## config.mk

```make
export PLATFORM = sky130hd
export DESIGN_NAME = branch_resolve_ctrl
export DESIGN_NICKNAME = d
export VERILOG_FILES = /design/src/rtl/branch_pkg.sv /design/src/rtl/or_reduce8.sv /design/src/rtl/branch_resolve_ctrl.sv
export SDC_FILE = /design/constraint.sdc
export NUM_CORES = 1
export LEC_CHECK = 0
export ABC_AREA = 1
export CAP_MARGIN = 20
export CORE_UTILIZATION = 35
export CTS_CLUSTER_DIAMETER = 40
export DETAILED_ROUTE_END_ITERATION = 8
export PLACE_DENSITY = 0.74
export SYNTH_ARGS = -nofsm -noshare
export SYNTH_HDL_FRONTEND = slang
export SYNTH_HIERARCHICAL = 1
export SYNTH_SLANG_ARGS = --single-unit
```

## constraint.sdc

```tcl
create_clock -name clk -period 1.11 [get_ports clk]
set_input_delay 0.222 -clock clk [delete_from_list [all_inputs] [get_ports clk]]
set_output_delay 0.222 -clock clk [all_outputs]
set_load 0.05 [all_outputs]
```

## src/rtl/branch_pkg.sv

```systemverilog
// Shared encodings for the branch-resolution controller: branch conditions,
// FSM states, counter limit and the taken/not-taken decision.
package branch_pkg;

  localparam int CNT_MAX = 3;

  typedef enum logic [1:0] {
    BR_BEQ = 2'b00,
    BR_BNE = 2'b01,
    BR_JMP = 2'b10,
    BR_RSV = 2'b11
  } br_cond_e;

  typedef enum logic [1:0] {
    IDLE      = 2'b00,
    WAIT_FLAG = 2'b01,
    DONE      = 2'b10
  } state_e;

  // Reserved encoding resolves as not taken so a stray opcode never redirects.
  function automatic logic resolve_taken(input logic [1:0] cond, input logic z);
    logic taken;
    taken = 1'b0;
    case (cond)
      BR_BEQ:  taken = z;
      BR_BNE:  taken = ~z;
      BR_JMP:  taken = 1'b1;
      default: taken = 1'b0;
    endcase
    return taken;
  endfunction

endpackage

```

## src/rtl/or_reduce8.sv

```systemverilog
// 8-bit OR reduction used to derive the zero flag from an ALU result.
module or_reduce8 (
  input  logic [7:0] data,
  output logic       any_set
);

  assign any_set = |data;

endmodule

```

## src/rtl/branch_resolve_ctrl.sv

```systemverilog
// Owns the architectural Z flag, counts in-flight flag writers and resolves
// conditional branches, forwarding a retiring result to avoid an extra bubble.
//
// state     | meaning
// IDLE      | no branch pending; resolves at once when the flag is ready
// WAIT_FLAG | branch held in ID, waiting for the last flag writer to retire
// DONE      | one-cycle ack/redirect pulse (extended while stall_in is high)
import branch_pkg::*;

module branch_resolve_ctrl #(
  parameter int CNT_W = 2
) (
  input  logic       clk,
  input  logic       rst_n,
  input  logic [7:0] alu_result,
  input  logic       alu_valid,
  input  logic       flag_we,
  input  logic       issue_flag_wr,
  input  logic       stall_in,
  input  logic       br_valid,
  input  logic [1:0] br_cond,
  input  logic [7:0] br_target,
  output logic       zero_flag,
  output logic       stall_out,
  output logic       br_ack,
  output logic       take_branch,
  output logic [7:0] pc_target,
  output logic       flush_if_id,
  output logic       cnt_err
);

  localparam logic [CNT_W-1:0] CNT_TOP = CNT_W'(CNT_MAX);
  localparam logic [CNT_W-1:0] CNT_ONE = CNT_W'(1);

  state_e           state_q, state_d;
  logic [CNT_W-1:0] cnt_q, cnt_d;
  logic             cnt_err_q, cnt_err_d;
  logic             z_q;
  logic             taken_q;
  logic [7:0]       pc_target_q;

  logic result_nz;
  logic z_new, z_eff;
  logic retire, issue;
  logic flag_ready;
  logic taken;
  logic latch;

  or_reduce8 u_or_reduce8 (
    .data    (alu_result),
    .any_set (result_nz)
  );

  assign retire = alu_valid & flag_we & ~stall_in;
  assign issue  = issue_flag_wr & ~stall_in;
  assign z_new  = ~result_nz;
  assign z_eff  = retire ? z_new : z_q;
  assign taken  = resolve_taken(br_cond, z_eff);

  // A lone retire of the last outstanding writer makes the flag usable in the
  // same cycle through z_eff.
  assign flag_ready = (cnt_q == '0) | ((cnt_q == CNT_ONE) & retire & ~issue);

  always_comb begin
    cnt_d     = cnt_q;
    cnt_err_d = cnt_err_q;
    if (issue && !retire) begin
      if (cnt_q == CNT_TOP) cnt_err_d = 1'b1;
      else                  cnt_d     = cnt_q + CNT_ONE;
    end else if (retire && !issue && (cnt_q != '0)) begin
      cnt_d = cnt_q - CNT_ONE;
    end
  end

  always_comb begin
    state_d   = state_q;
    latch     = 1'b0;
    stall_out = 1'b0;
    case (state_q)
      IDLE: begin
        if (br_valid) begin
          if (flag_ready) begin
            latch   = 1'b1;
            state_d = DONE;
          end else begin
            stall_out = 1'b1;
            state_d   = WAIT_FLAG;
          end
        end
      end
      WAIT_FLAG: begin
        stall_out = 1'b1;
        if (flag_ready) begin
          latch   = 1'b1;
          state_d = DONE;
        end
      end
      DONE:    state_d = IDLE;
      default: state_d = IDLE;
    endcase
  end

  always_ff @(posedge clk) begin
    if (!rst_n) begin
      state_q     <= IDLE;
      cnt_q       <= '0;
      cnt_err_q   <= 1'b0;
      z_q         <= 1'b0;
      taken_q     <= 1'b0;
      pc_target_q <= 8'h00;
    end else if (!stall_in) begin
      if (retire) z_q <= z_new;
      cnt_q     <= cnt_d;
      cnt_err_q <= cnt_err_d;
      state_q   <= state_d;
      if (latch) begin
        taken_q     <= taken;
        pc_target_q <= br_target;
      end
    end
  end

  assign zero_flag   = z_q;
  assign br_ack      = (state_q == DONE);
  assign take_branch = br_ack & taken_q;
  assign flush_if_id = take_branch;
  assign pc_target   = pc_target_q;
  assign cnt_err     = cnt_err_q;

endmodule

```

# Word-level counts from Yosys, hierarchy flattened
# Index checks and enable logic that the tools add are counted.
[totals]
regBits = 15
latch_bits = 0
ram_bits = 0
rom_bits = 0
input_bits = 25
out_inout_bits = 14
word_cells = 58
mem_count = 0
[op_classes]
addsub = 2
n_mul = 0
div = 0
n_lt_le_gt_ge = 0
n_eq_ne = 9
n_shift = 0
mux = 15
n_bitwise = 11
n_reduce_logical = 15
[ops]
columns = ["operator", "count"]
rows = [
  ["2-bit 2-to-1 mux", 6],
  ["3-bit AND reduction", 3],
  ["8-bit OR reduction", 1],
  ["1-bit AND", 6],
  ["2-bit by 1-bit equality test with 1-bit output, second input constant", 3],
  ["2-bit equality test, second input constant", 3],
  ["2-bit logical NOT", 3],
  ["2-bit inequality test, second input constant", 3],
  ["1-bit 2-to-1 mux", 5],
  ["1-bit NOT", 4],
  ["1-bit one-hot mux with 2 select lines", 2],
  ["2-bit one-hot mux with 2 select lines", 1],
  ["2-bit nonzero test", 2],
  ["1-bit logical AND", 3],
  ["1-bit one-hot mux with 3 select lines", 1],
  ["2-bit by 1-bit adder with 2-bit output, second input constant", 1],
  ["1-bit logical NOT", 2],
  ["2-bit AND reduction", 1],
  ["2-bit by 1-bit subtractor with 2-bit output, second input constant", 1],
  ["1-bit OR", 1],
]

# Depth between registers and ports, before layout
[logic_depth]
word_depth = 9
ltp_mapped = 10
ltp_nobuf = 10

# By module
# The synthesis kept the hierarchy.
[modules_own_cells]
columns = ["mod", "instances", "cells_per_inst", "area_per_inst_um2", "seq_area_each_um2"]
rows = [
  ["branch_resolve_ctrl", 1, 107, 747.0, 300.3],
  ["or_reduce8", 1, 15, 56.3, 0.0],
]

# Least setup slack after synthesis
# Ideal clock, no wire load.
[synth_path]
path_type = "register to output"
start = "reg state_q[1]"
end = "out take_branch"
arrival_ns = 1.892
required_time_ns = 0.888
path_slack_ns = -1.004
stages_incl_launch_ff = 4
n_path_buf = 1
path_cell_list = "dfxtp_1 inv_2 nor3_1 buf_4"
[synth_between]
elab_chain_cells = 2
[synth_lines]
columns = ["element", "line", "rtl"]
rows = [
  ["start, declared", "branch_resolve_ctrl.sv:35", "state_e state_q, state_d;"],
  ["start signal, assigned", "branch_resolve_ctrl.sv:115", "state_q <= state_d;"],
  ["2-bit equality test", "branch_resolve_ctrl.sv:124", "assign br_ack = (state_q == DONE);"],
  ["1-bit AND", "branch_resolve_ctrl.sv:125", "assign take_branch = br_ack & taken_q;"],
  ["end, declared", "branch_resolve_ctrl.sv:26", "output logic take_branch,"],
]
# No other way between the ends.

# Worst setup path in the final report
[layout_path]
start = "reg cnt_q[1]"
end = "out stall_out"
[layout_between]
elab_chain_cells = 7
elab_cells_between_ends = 8
classes_between = "eq/ne: 1; mux: 3; bitwise: 3; reduce/logical: 1"
[layout_lines]
columns = ["element", "line", "rtl"]
rows = [
  ["start, declared", "branch_resolve_ctrl.sv:36", "logic [CNT_W-1:0] cnt_q, cnt_d;"],
  ["start signal, assigned", "branch_resolve_ctrl.sv:113", "cnt_q <= cnt_d;"],
  ["2-bit by 1-bit equality test with 1-bit output", "branch_resolve_ctrl.sv:62", "assign flag_ready = (cnt_q == '0) | ((cnt_q == CNT_ONE) & retire & ~issue);"],
  ["1-bit AND (2 in series)", "branch_resolve_ctrl.sv:62", ""],
  ["1-bit OR *", "branch_resolve_ctrl.sv:62", ""],
  ["1-bit 2-to-1 mux *", "branch_resolve_ctrl.sv:82", "if (flag_ready) begin"],
  ["1-bit 2-to-1 mux *", "branch_resolve_ctrl.sv:81", "if (br_valid) begin"],
  ["1-bit one-hot mux with 2 select lines *", "branch_resolve_ctrl.sv:79", "case (state_q)"],
  ["end, declared", "branch_resolve_ctrl.sv:24", "output logic stall_out,"],
]
# Mark *: on every way between the ends. The rest lies on a longest branch, timed or not.

==> results_dict.tcl <==
set metrics [dict create \
    final_hold_viol_count 0 \
    syn_nets 150 \
    area_growth_pct 128.7 \
    slowest_stage "dfxtp_2" \
    synth_area_per_cell_sq_um 6.584 \
    ctsLongestPathBuffers 2 \
    avgRoutedWirePerCell_um 17.61 \
    grt_pass1_vias 1026 \
    fin_ws_ps -435.4 \
    antenna_found_initial 0 \
    grt_remaining_overflow 0 \
    fmax_mhz 647.1 \
    cts-buffers-inserted 3 \
    holdBufCountCts 0 \
    whs_ps 521.1 \
    pre_cts_ws_ps -491.2 \
    fin_crit_ps 1545 \
    drive_gt1_share_pct 52.13 \
    first_pass_iters 5 \
    crit_chain "inv_4 -> ha_4 -> nand3_4 -> nand2_4 -> o21ai_4 -> buf_12" \
    ys_ff_latch 15 \
    htree_num_levels 1 \
    cts-root-buf "clkbuf_4" \
    violations "setup timing" \
    vias 1130 \
    ir_drop_mv 0.7984 \
    gp_congestion 0.8486 \
    grt_pass1_wl_mm 4.395 \
    grt_max_degree 10 \
    drtIter0Drc 19 \
    slew_violations 0 \
    cts.sinks 15 \
    die_y_um 49.91 \
    m1WireLength_mm 1.333 \
    p_seq_share_pct 35.2 \
    ys_types 21 \
    wl_met2_mm 2.096 \
    critPathTopFamily "flip-flops" \
    synth_warnings 6 \
    maxCapViolCount 0 \
    intPower_uw 1133 \
    worst_ep_arrival_time_ps 1320 \
    outcome "complete, but fails checks" \
    endpoint_kind "output port" \
    fin_worst_skew_ps 6.228 \
    fp.coreArea_sq_um 2062 \
    clock_power_share_pct 17.9 \
    totalWireLength_mm 3.787 \
    wl_met3_um 207 \
    die-area_sq_um 2491 \
    io_pins 39 \
    worstMarginPinSlew_ps 321.3 \
    final_nets 217 \
    start_kind "flop" \
    syn_area_sq_um 803.3 \
    ys_seq_area_share_pct 37.38 \
    min_period_over_period_pct 139.2 \
    grt_usage_pct 24.17 \
    slew_headroom_pct 78.53 \
    setup_viol 18 \
    power.net_switching_uw 690.7 \
    postRouteAntennaNets 0 \
    diodes 0 \
    drcViolationCount 0 \
    rsz0062_at_grt "yes" \
    top_layer_used "met4" \
    max_stage_delay_ps 370 \
    cts_tree "yes" \
    sw_frac_of_total_pct 37.88 \
    path_clk_slew_ps 90 \
    netlist_instances 122 \
    port_buffers 38 \
    hpwl_mm 1.776 \
    die_w_um 49.91 \
    rows 16 \
    crit_path_max_fanout 3 \
    p_comb_share_pct 46.9 \
    tns_ps -5539 \
    routed_via_density 5.256 \
    hp-class "flop to flop" \
    critPathRequiredTime_ps 890 \
    clk_latency_ps 300 \
    cp_num_buf_inv 2 \
    powerDensity_nw_per_um2 992.8 \
    leakagePower_uw 0.0008126 \
    setup.worst_path.class "flop to output port" \
    initial_utilization_pct 38.96 \
]
cell usage after synthesis:
library cell / n / share of area [%]
a21oi_1: 5 / 3.1
buf_4: 1 / 0.93
buf_6: 1 / 1.4
clkbuf_1: 1 / 0.47
dfxtp_1: 15 / 37
ha_1: 3 / 4.7
inv_1: 19 / 8.9
inv_2: 2 / 0.93
nand2_1: 20 / 9.3
nand2_2: 4 / 3.1
nand3_1: 8 / 5.0
nand3_2: 1 / 1.2
nand4_1: 1 / 0.78
nor2_1: 27 / 13
nor2_2: 1 / 0.78
nor3_1: 2 / 1.2
o21ai_0: 1 / 0.62
o21ai_1: 7 / 4.4
o21ai_2: 1 / 1.1
o21bai_1: 1 / 0.93
xnor2_1: 1 / 1.1
layer usage:
metal  up-vias  global-route usage [%]
met4         0                   17.62
met3        17                   3.086
met5         -                       0
met2        68                   44.14
met1       534                   24.81
li1        511                       -
worst min-delay path: cells and delay by family (launching register included):
kind / cells / cell delay [ps]
compound gates: 1 / 50
buf+inv: 1 / 90
flops: 1 / 340
metrics by stage:
stage | utilization, % | cell area (sq um) | total power (uW) | cells
2_1_floorplan | - | 889.6 | 957.6 | 122
3_3_place_gp | 73.12 | 1508 | 1264 | 196
3_5_place_dp | 73.12 | 1508 | 1279 | 196
4_1_cts | 81.01 | 1670 | 1667 | 208
5_1_grt | 89.08 | 1837 | 1890 | 215
6_report | 89.08 | 1837 | 1823 | 215
cell families after synthesis:
kind of cell | count (synthesis) | synth area share (%)
DFF | 15 | 37.38
xor gates and xnor gates | 1 | 1.091
adders and majority gates | 3 | 4.673
and+or+nand+nor | 64 | 34.11
AOI/OAI and AO/OA | 15 | 10.12
buffers and inverters | 24 | 12.62
flip-flops by register name, indices dropped and copies added, names as in the netlist:
register	flops
cnt_err	1
cnt_q	2
pc_target	8
state_q	2
taken_q	1
zero_flag	1
path summary, 6_finish.rpt:
kind                  from           end  slack [ps]  depth (start not counted)
hold reg to reg    cnt_err       cnt_err         520                          2
hold / removal     cnt_err       cnt_err         520                          2
setup reg to reg  cnt_q[1]  pc_target[7]        -350                         10
setup / recovery  cnt_q[1]     stall_out        -440                          6
placed cells by master, fill, tap and decap left out, types with 2 or more instances in the layout:
| cell | Yosys | final |
|---|---|---|
| clkbuf_4 | 0 | 3 |
| nor2_4 | 0 | 5 |
| dlygate4sd2_1 | 0 | 2 |
| clkdlybuf4s50_1 | 0 | 20 |
| dlymetal6s2s_1 | 0 | 2 |
| nand3_1 | 8 | 6 |
| nor2_2 | 1 | 5 |
| o21ai_2 | 1 | 5 |
| dfxtp_4 | 0 | 2 |
| buf_12 | 0 | 14 |
| a21oi_2 | 0 | 4 |
| o21ai_1 | 7 | 3 |
| dfxtp_1 | 15 | 6 |
| buf_6 | 1 | 3 |
| inv_4 | 0 | 4 |
| nand2_4 | 0 | 2 |
| nand2_2 | 4 | 7 |
| nand2_8 | 0 | 2 |
| inv_1 | 19 | 15 |
| nor2_1 | 27 | 18 |
| nand3_2 | 1 | 2 |
| dfxtp_2 | 0 | 7 |
| buf_4 | 1 | 22 |
| ha_4 | 0 | 2 |
| nand2_1 | 20 | 14 |
cell type report:
| class | instances | area [sq um] |
|---|---|---|
| clock inverter | 1 | 5.005 |
| timing repair buffer | 64 | 737.0 |
| inverter | 21 | 96.34 |
| fill | 97 | 225.2 |
| multi-input combinational | 84 | 625.6 |
| clock buffer | 3 | 22.52 |
| tap | 27 | 33.78 |
| sequential | 15 | 316.6 |
timing repair:
action / 4_1_cts / 5_1_grt
setup endpoints to repair: 17 / 19
buffers inserted: 7 / 8
gates cloned: 1 / 0
gates resized for setup: 21 / 36
hold endpoints to repair: 0 / 0
pin swaps: 4 / 12
power by group through the flow:
stage	Combinational (uW)	Sequential, uW	Clock (uW)
final	855	642	326
after global routing	888	645	357
after CTS	721	625	321
after detailed placement	644	635	0
after global placement	629	635	0
after floorplan	239	719	0
(Power assumes the default switching activity.)
==> RTL edit 1 (config.mk and constraints unchanged) <==
The parameter `CNT_W` goes from 2 to 4.
--- a/src/rtl/branch_resolve_ctrl.sv
+++ b/src/rtl/branch_resolve_ctrl.sv
@@ -8,7 +8,7 @@
 import branch_pkg::*;
 
 module branch_resolve_ctrl #(
-  parameter int CNT_W = 2
+  parameter int CNT_W = 4
 ) (
   input  logic       clk,
   input  logic       rst_n,
Check against the original RTL: no difference found for any inputs over 10 cycles, from zero or initial values and one cycle with rst_n low; that may be too few to reach the edited logic, so the function may still have changed.
==> RTL edit 1 against the unedited design <==
- the run still ends with setup timing left
- critical path depth up 3
- worst setup slack lost 0.23 ns
- final cell count is 13% higher
- total power increased by 21%
- synthesized area increased by 25%
- sequential cell count up 2
- maximum frequency down 13%
- final area grew 12%
- routed wire length decreased by 17%
- critical endpoint unchanged
- highest routed layer unchanged
==> RTL edit 1: results <==
metrics = {
    "worst_hold_path": {
        "min_path_type": "flip-flop to flip-flop",
        "hold_path_end": "state_q[0]$_SDFFE_PN0P_",
        "worstHoldStart": "state_q[0]$_SDFFE_PN0P_",
    },
    "drt": {
        "finalWirelength_um": 3125,
        "dr.max_layer_used": "met4",
        "drt_iter0_markers": 18,
        "m1WireLength_um": 1232,
        "vias": 1157,
        "met2_length_um": 1737,
        "wl_met3_um": 88,
        "drtPass1Iterations": 6,
    },
    "setup_path": {
        "crit_arrival_ns": 1.56,
        "crit_fanout": 2,
        "rr_worst_depth": 9,
        "critical-path-max-stage-delay_ns": 0.35,
        "path_delay_family": "simple AND/OR/NAND/NOR gates",
        "reg2reg_slack_ns": -0.42,
        "r2r_end": "pc_target[1]$_SDFFE_PN0P_",
    },
    "outcome": {
        "violations": "setup timing",
        "outcome": "complete, but fails checks",
    },
    "timing": {
        "setup_violations": 20,
        "clock_skew_ns": 0.001241,
        "layout_setup_ws_ns": -0.6686,
        "fin_hold_ws_ns": 0.5027,
        "setup_tns_ns": -6.883,
        "relSlewSlack": 0.6801,
    },
    "layout": {
        "drive_gt1_frac": 0.5000,
        "n_fill_cell": 184,
    },
    "logic_synthesis": {
        "synth_cells": 151,
        "ys_top_cells_by_area": "dfxtp_1, nand2_1, nor2_1, inv_1, ha_1",
        "syn_nets": 180,
        "synthDistinctLibCells": 26,
        "yosysSeqAreaShare": 0.3396,
    },
    "power": {
        "p_leak_nw": 0.8737,
        "power.ir.vdd_worst_uv": 961.9,
    },
    "grt": {
        "grtUsageTotal": 0.2241,
        "grt_max_degree": 11,
        "grt_pass1_wl_um": 5375,
    },
    "placement": {
        "dp.final_hpwl_um": 2148,
        "gp_congestion": 0.8800,
        "io_buffers": 38,
        "dp_cells": 235,
    },
    "clock_tree": {
        "clk_latency_ns": 0.30,
    },
}
## RTL edit 1: cell count changes in the layout (fill, tap and decap cells not counted), sizes merged, moves of 3 or more
cell / unedited run / this run
buf: 40 / 36
o21ai: 9 / 12
nor2: 28 / 34
nand3: 9 / 4
clkdlybuf4s50: 20 / 24
xor2: 0 / 3
nand2: 25 / 37
## RTL edit 1: metal layers
| metal | up-vias | GRT usage |
|---|---|---|
| li1 | 582 | - |
| met1 | 542 | 0.2551 |
| met2 | 27 | 0.4010 |
| met3 | 6 | 0.03513 |
| met4 | 0 | 0.1143 |
| met5 | - | 0 |
## RTL edit 1: cell type report
class	instances	area, sq um	share of cell area
Timing Repair Buffer	60	713.2	0.3459
Tap cell	31	38.79	0.01881
Clock buffer	3	22.52	0.01092
Inverter	23	101.3	0.04915
Multi-Input combinational cell	108	820.8	0.3981
Clock inverter	1	5.005	0.002427
Sequential cell	17	360.3	0.1748
## RTL edit 1: power by group
| part | internal (W) | switching, W |
|---|---|---|
| Clock | 0.000135 | 0.000224 |
| Sequential | 0.000674 | 0.0000775 |
| Combinational | 0.000534 | 0.000561 |
## RTL edit 1: logic make-up (layout without fill, tap and decap cells)
kind of cell	Yosys count	in the layout	share of synthesized area
simple gates	78	79	0.3346
buf+inv	27	87	0.1199
compound gates	21	21	0.1211
flops	17	17	0.3396
fa+ha+maj	4	4	0.04994
xor+xnor	4	4	0.03496
## RTL edit 1: metrics by stage
step	cell area (sq um)	power, W
finish	2062	0.002205
global route	2062	0.002309
CTS	2039	0.002204
detailed placement	1732	0.001598
global placement	1732	0.001572
floorplan	1055	0.001175
## RTL edit 1: what timing repair did
item / in CTS / in global routing
gates resized for setup: 62 / 14
setup buffers: 5 / 2
pin swaps: 15 / 10
gates cloned: 1 / 0
setup endpoints to repair: 20 / 20
==> RTL edit 2 (same settings) <==
Without the edit above. Put one more register stage on the output `cnt_err`, without a reset. The value now appears one clock later. The other outputs are not delayed to match.
--- a/src/rtl/branch_resolve_ctrl.sv
+++ b/src/rtl/branch_resolve_ctrl.sv
@@ -125,7 +125,9 @@
   assign take_branch = br_ack & taken_q;
   assign flush_if_id = take_branch;
   assign pc_target   = pc_target_q;
-  assign cnt_err     = cnt_err_q;
+  always_ff @(posedge clk) begin
+    cnt_err <= cnt_err_q;
+  end
 
 endmodule
 
Behaviour: not the same (Yosys sat finds a counterexample within 10 cycles, from zero or initial values and one cycle with rst_n low).
==> RTL edit 2 against the unedited design <==
- the flow still finishes with violations (setup timing)
- synthesized cell count rose by 0.82%
- routed wire length is 3.3% higher
- synthesized area up 6.1%
- clock power rose by 24%
- worst setup slack got worse by 0.015 ns
- sequential cell count grew 1
- final area up 9.7%
- count of clock-buffer cells in the layout rose by 1
- total power is 11% higher
- critical endpoint unchanged
- highest routed layer unchanged
==> RTL edit 2: results <==
metrics = {
    "setup_path": {
        "crit_arrival_ns": 1.34,
        "reg2reg_slack_ns": -0.37,
        "crit_fanout": 2,
        "critical-path-max-stage-delay_ns": 0.37,
    },
    "outcome": {
        "violations": "setup timing",
        "outcome": "complete, but fails checks",
    },
    "placement": {
        "dpl_cell_area_sq_um": 1568,
        "dp.final_hpwl_um": 1820,
        "io_buffers": 38,
        "gp_congestion": 0.7958,
    },
    "timing": {
        "clock_skew_ns": 0.01248,
        "layout_setup_ws_ns": -0.4503,
        "setup_violations": 19,
    },
    "logic_synthesis": {
        "syn_nets": 151,
        "ys_top_cells_by_area": "dfxtp_1, nor2_1, nand2_1, inv_1, o21ai_2",
        "synth-xor-area-share": 0.01028,
        "yosys.area_share.adder": 0.04405,
        "synthTopCellsByCount": "nor2_1, nand2_1, inv_1",
        "yosysSeqAreaShare": 0.3759,
    },
    "layout": {
        "drive_gt1_frac": 0.5677,
        "largest_reg_flops": 8,
        "n_fill_cell": 95,
        "final_nets": 221,
        "n_antenna_cell": 0,
    },
    "power": {
        "power.ir.vdd_worst_uv": 1333,
        "p_leak_nw": 0.8571,
    },
    "grt": {
        "grtUsageTotal": 0.2590,
        "grt_pass1_wl_um": 5016,
        "grt_pass1_vias": 1119,
    },
    "drt": {
        "post_drt_wl_per_cell_um": 17.78,
        "viasPerCell": 5.109,
        "drt_iter0_markers": 39,
    },
    "worst_hold_path": {
        "worstHoldStart": "cnt_err_q$_SDFFE_PN0P_",
    },
}
RTL edit 2: per-layer routing:
layer | track usage | share of wire | vias to the layer above
met2 | 0.4649 | 0.52 | 46
met3 | 0.06548 | 0.049 | 16
met1 | 0.2942 | 0.39 | 545
met4 | 0.09009 | 0.040 | 0
li1 | - | - | 517
met5 | 0 | 0 | -
RTL edit 2: area by class of cell:
type                       instances  area, sq um  area share
inverter                          20        95.09     0.04718
clock buffer                       4        36.28     0.01800
timing repair buffer              67        817.0      0.4053
sequential                        16        339.1      0.1682
tap                               28        35.03     0.01738
multi-input combinational         85        693.2      0.3439
RTL edit 2: kinds of logic after synthesis:
family	count (synthesis)
adders and majority gates	3
DFF	16
xor gates and xnor gates	1
buffers and inverters	23
and+or+nand+nor	65
AOI/OAI and AO/OA	15
RTL edit 2: timing repair:
item / in CTS / in global routing
hold endpoints to repair: 0 / 0
pin swaps: 13 / 13
gates resized for setup: 39 / 35
gates cloned: 1 / 0
endpoints found under the setup margin: 16 / 20
hold buffers: 0 / 0
buffers inserted: 13 / 6
RTL edit 2: power by group:
group	internal, W	leakage, nW	switching (W)
combinational	0.000480	0.700	0.000461
clock	0.000200	0.0210	0.000203
sequential	0.000624	0.136	0.0000634
RTL edit 2: final timing paths:
check	end	cells after the start
hold reg to reg	cnt_err$_DFF_P_	0
hold / removal	cnt_err$_DFF_P_	0
setup reg to reg	pc_target[1]$_SDFFE_PN0P_	10
setup / recovery	stall_out	6
RTL edit 2: stage by stage:
step	util	hold slack (ns)	std cells	setup slack, ns	setup TNS [ns]
finish	0.8940	0.3674	220	-0.4503	-5.512
floorplan	-	0.3305	123	-0.1940	-0.9874
global route	0.8940	0.3731	220	-0.4886	-6.241
detailed placement	0.6953	0.3482	199	-0.5252	-7.193
global placement	0.6953	0.3370	199	-0.4721	-6.466
CTS	0.8246	0.3623	216	-0.4043	-3.944
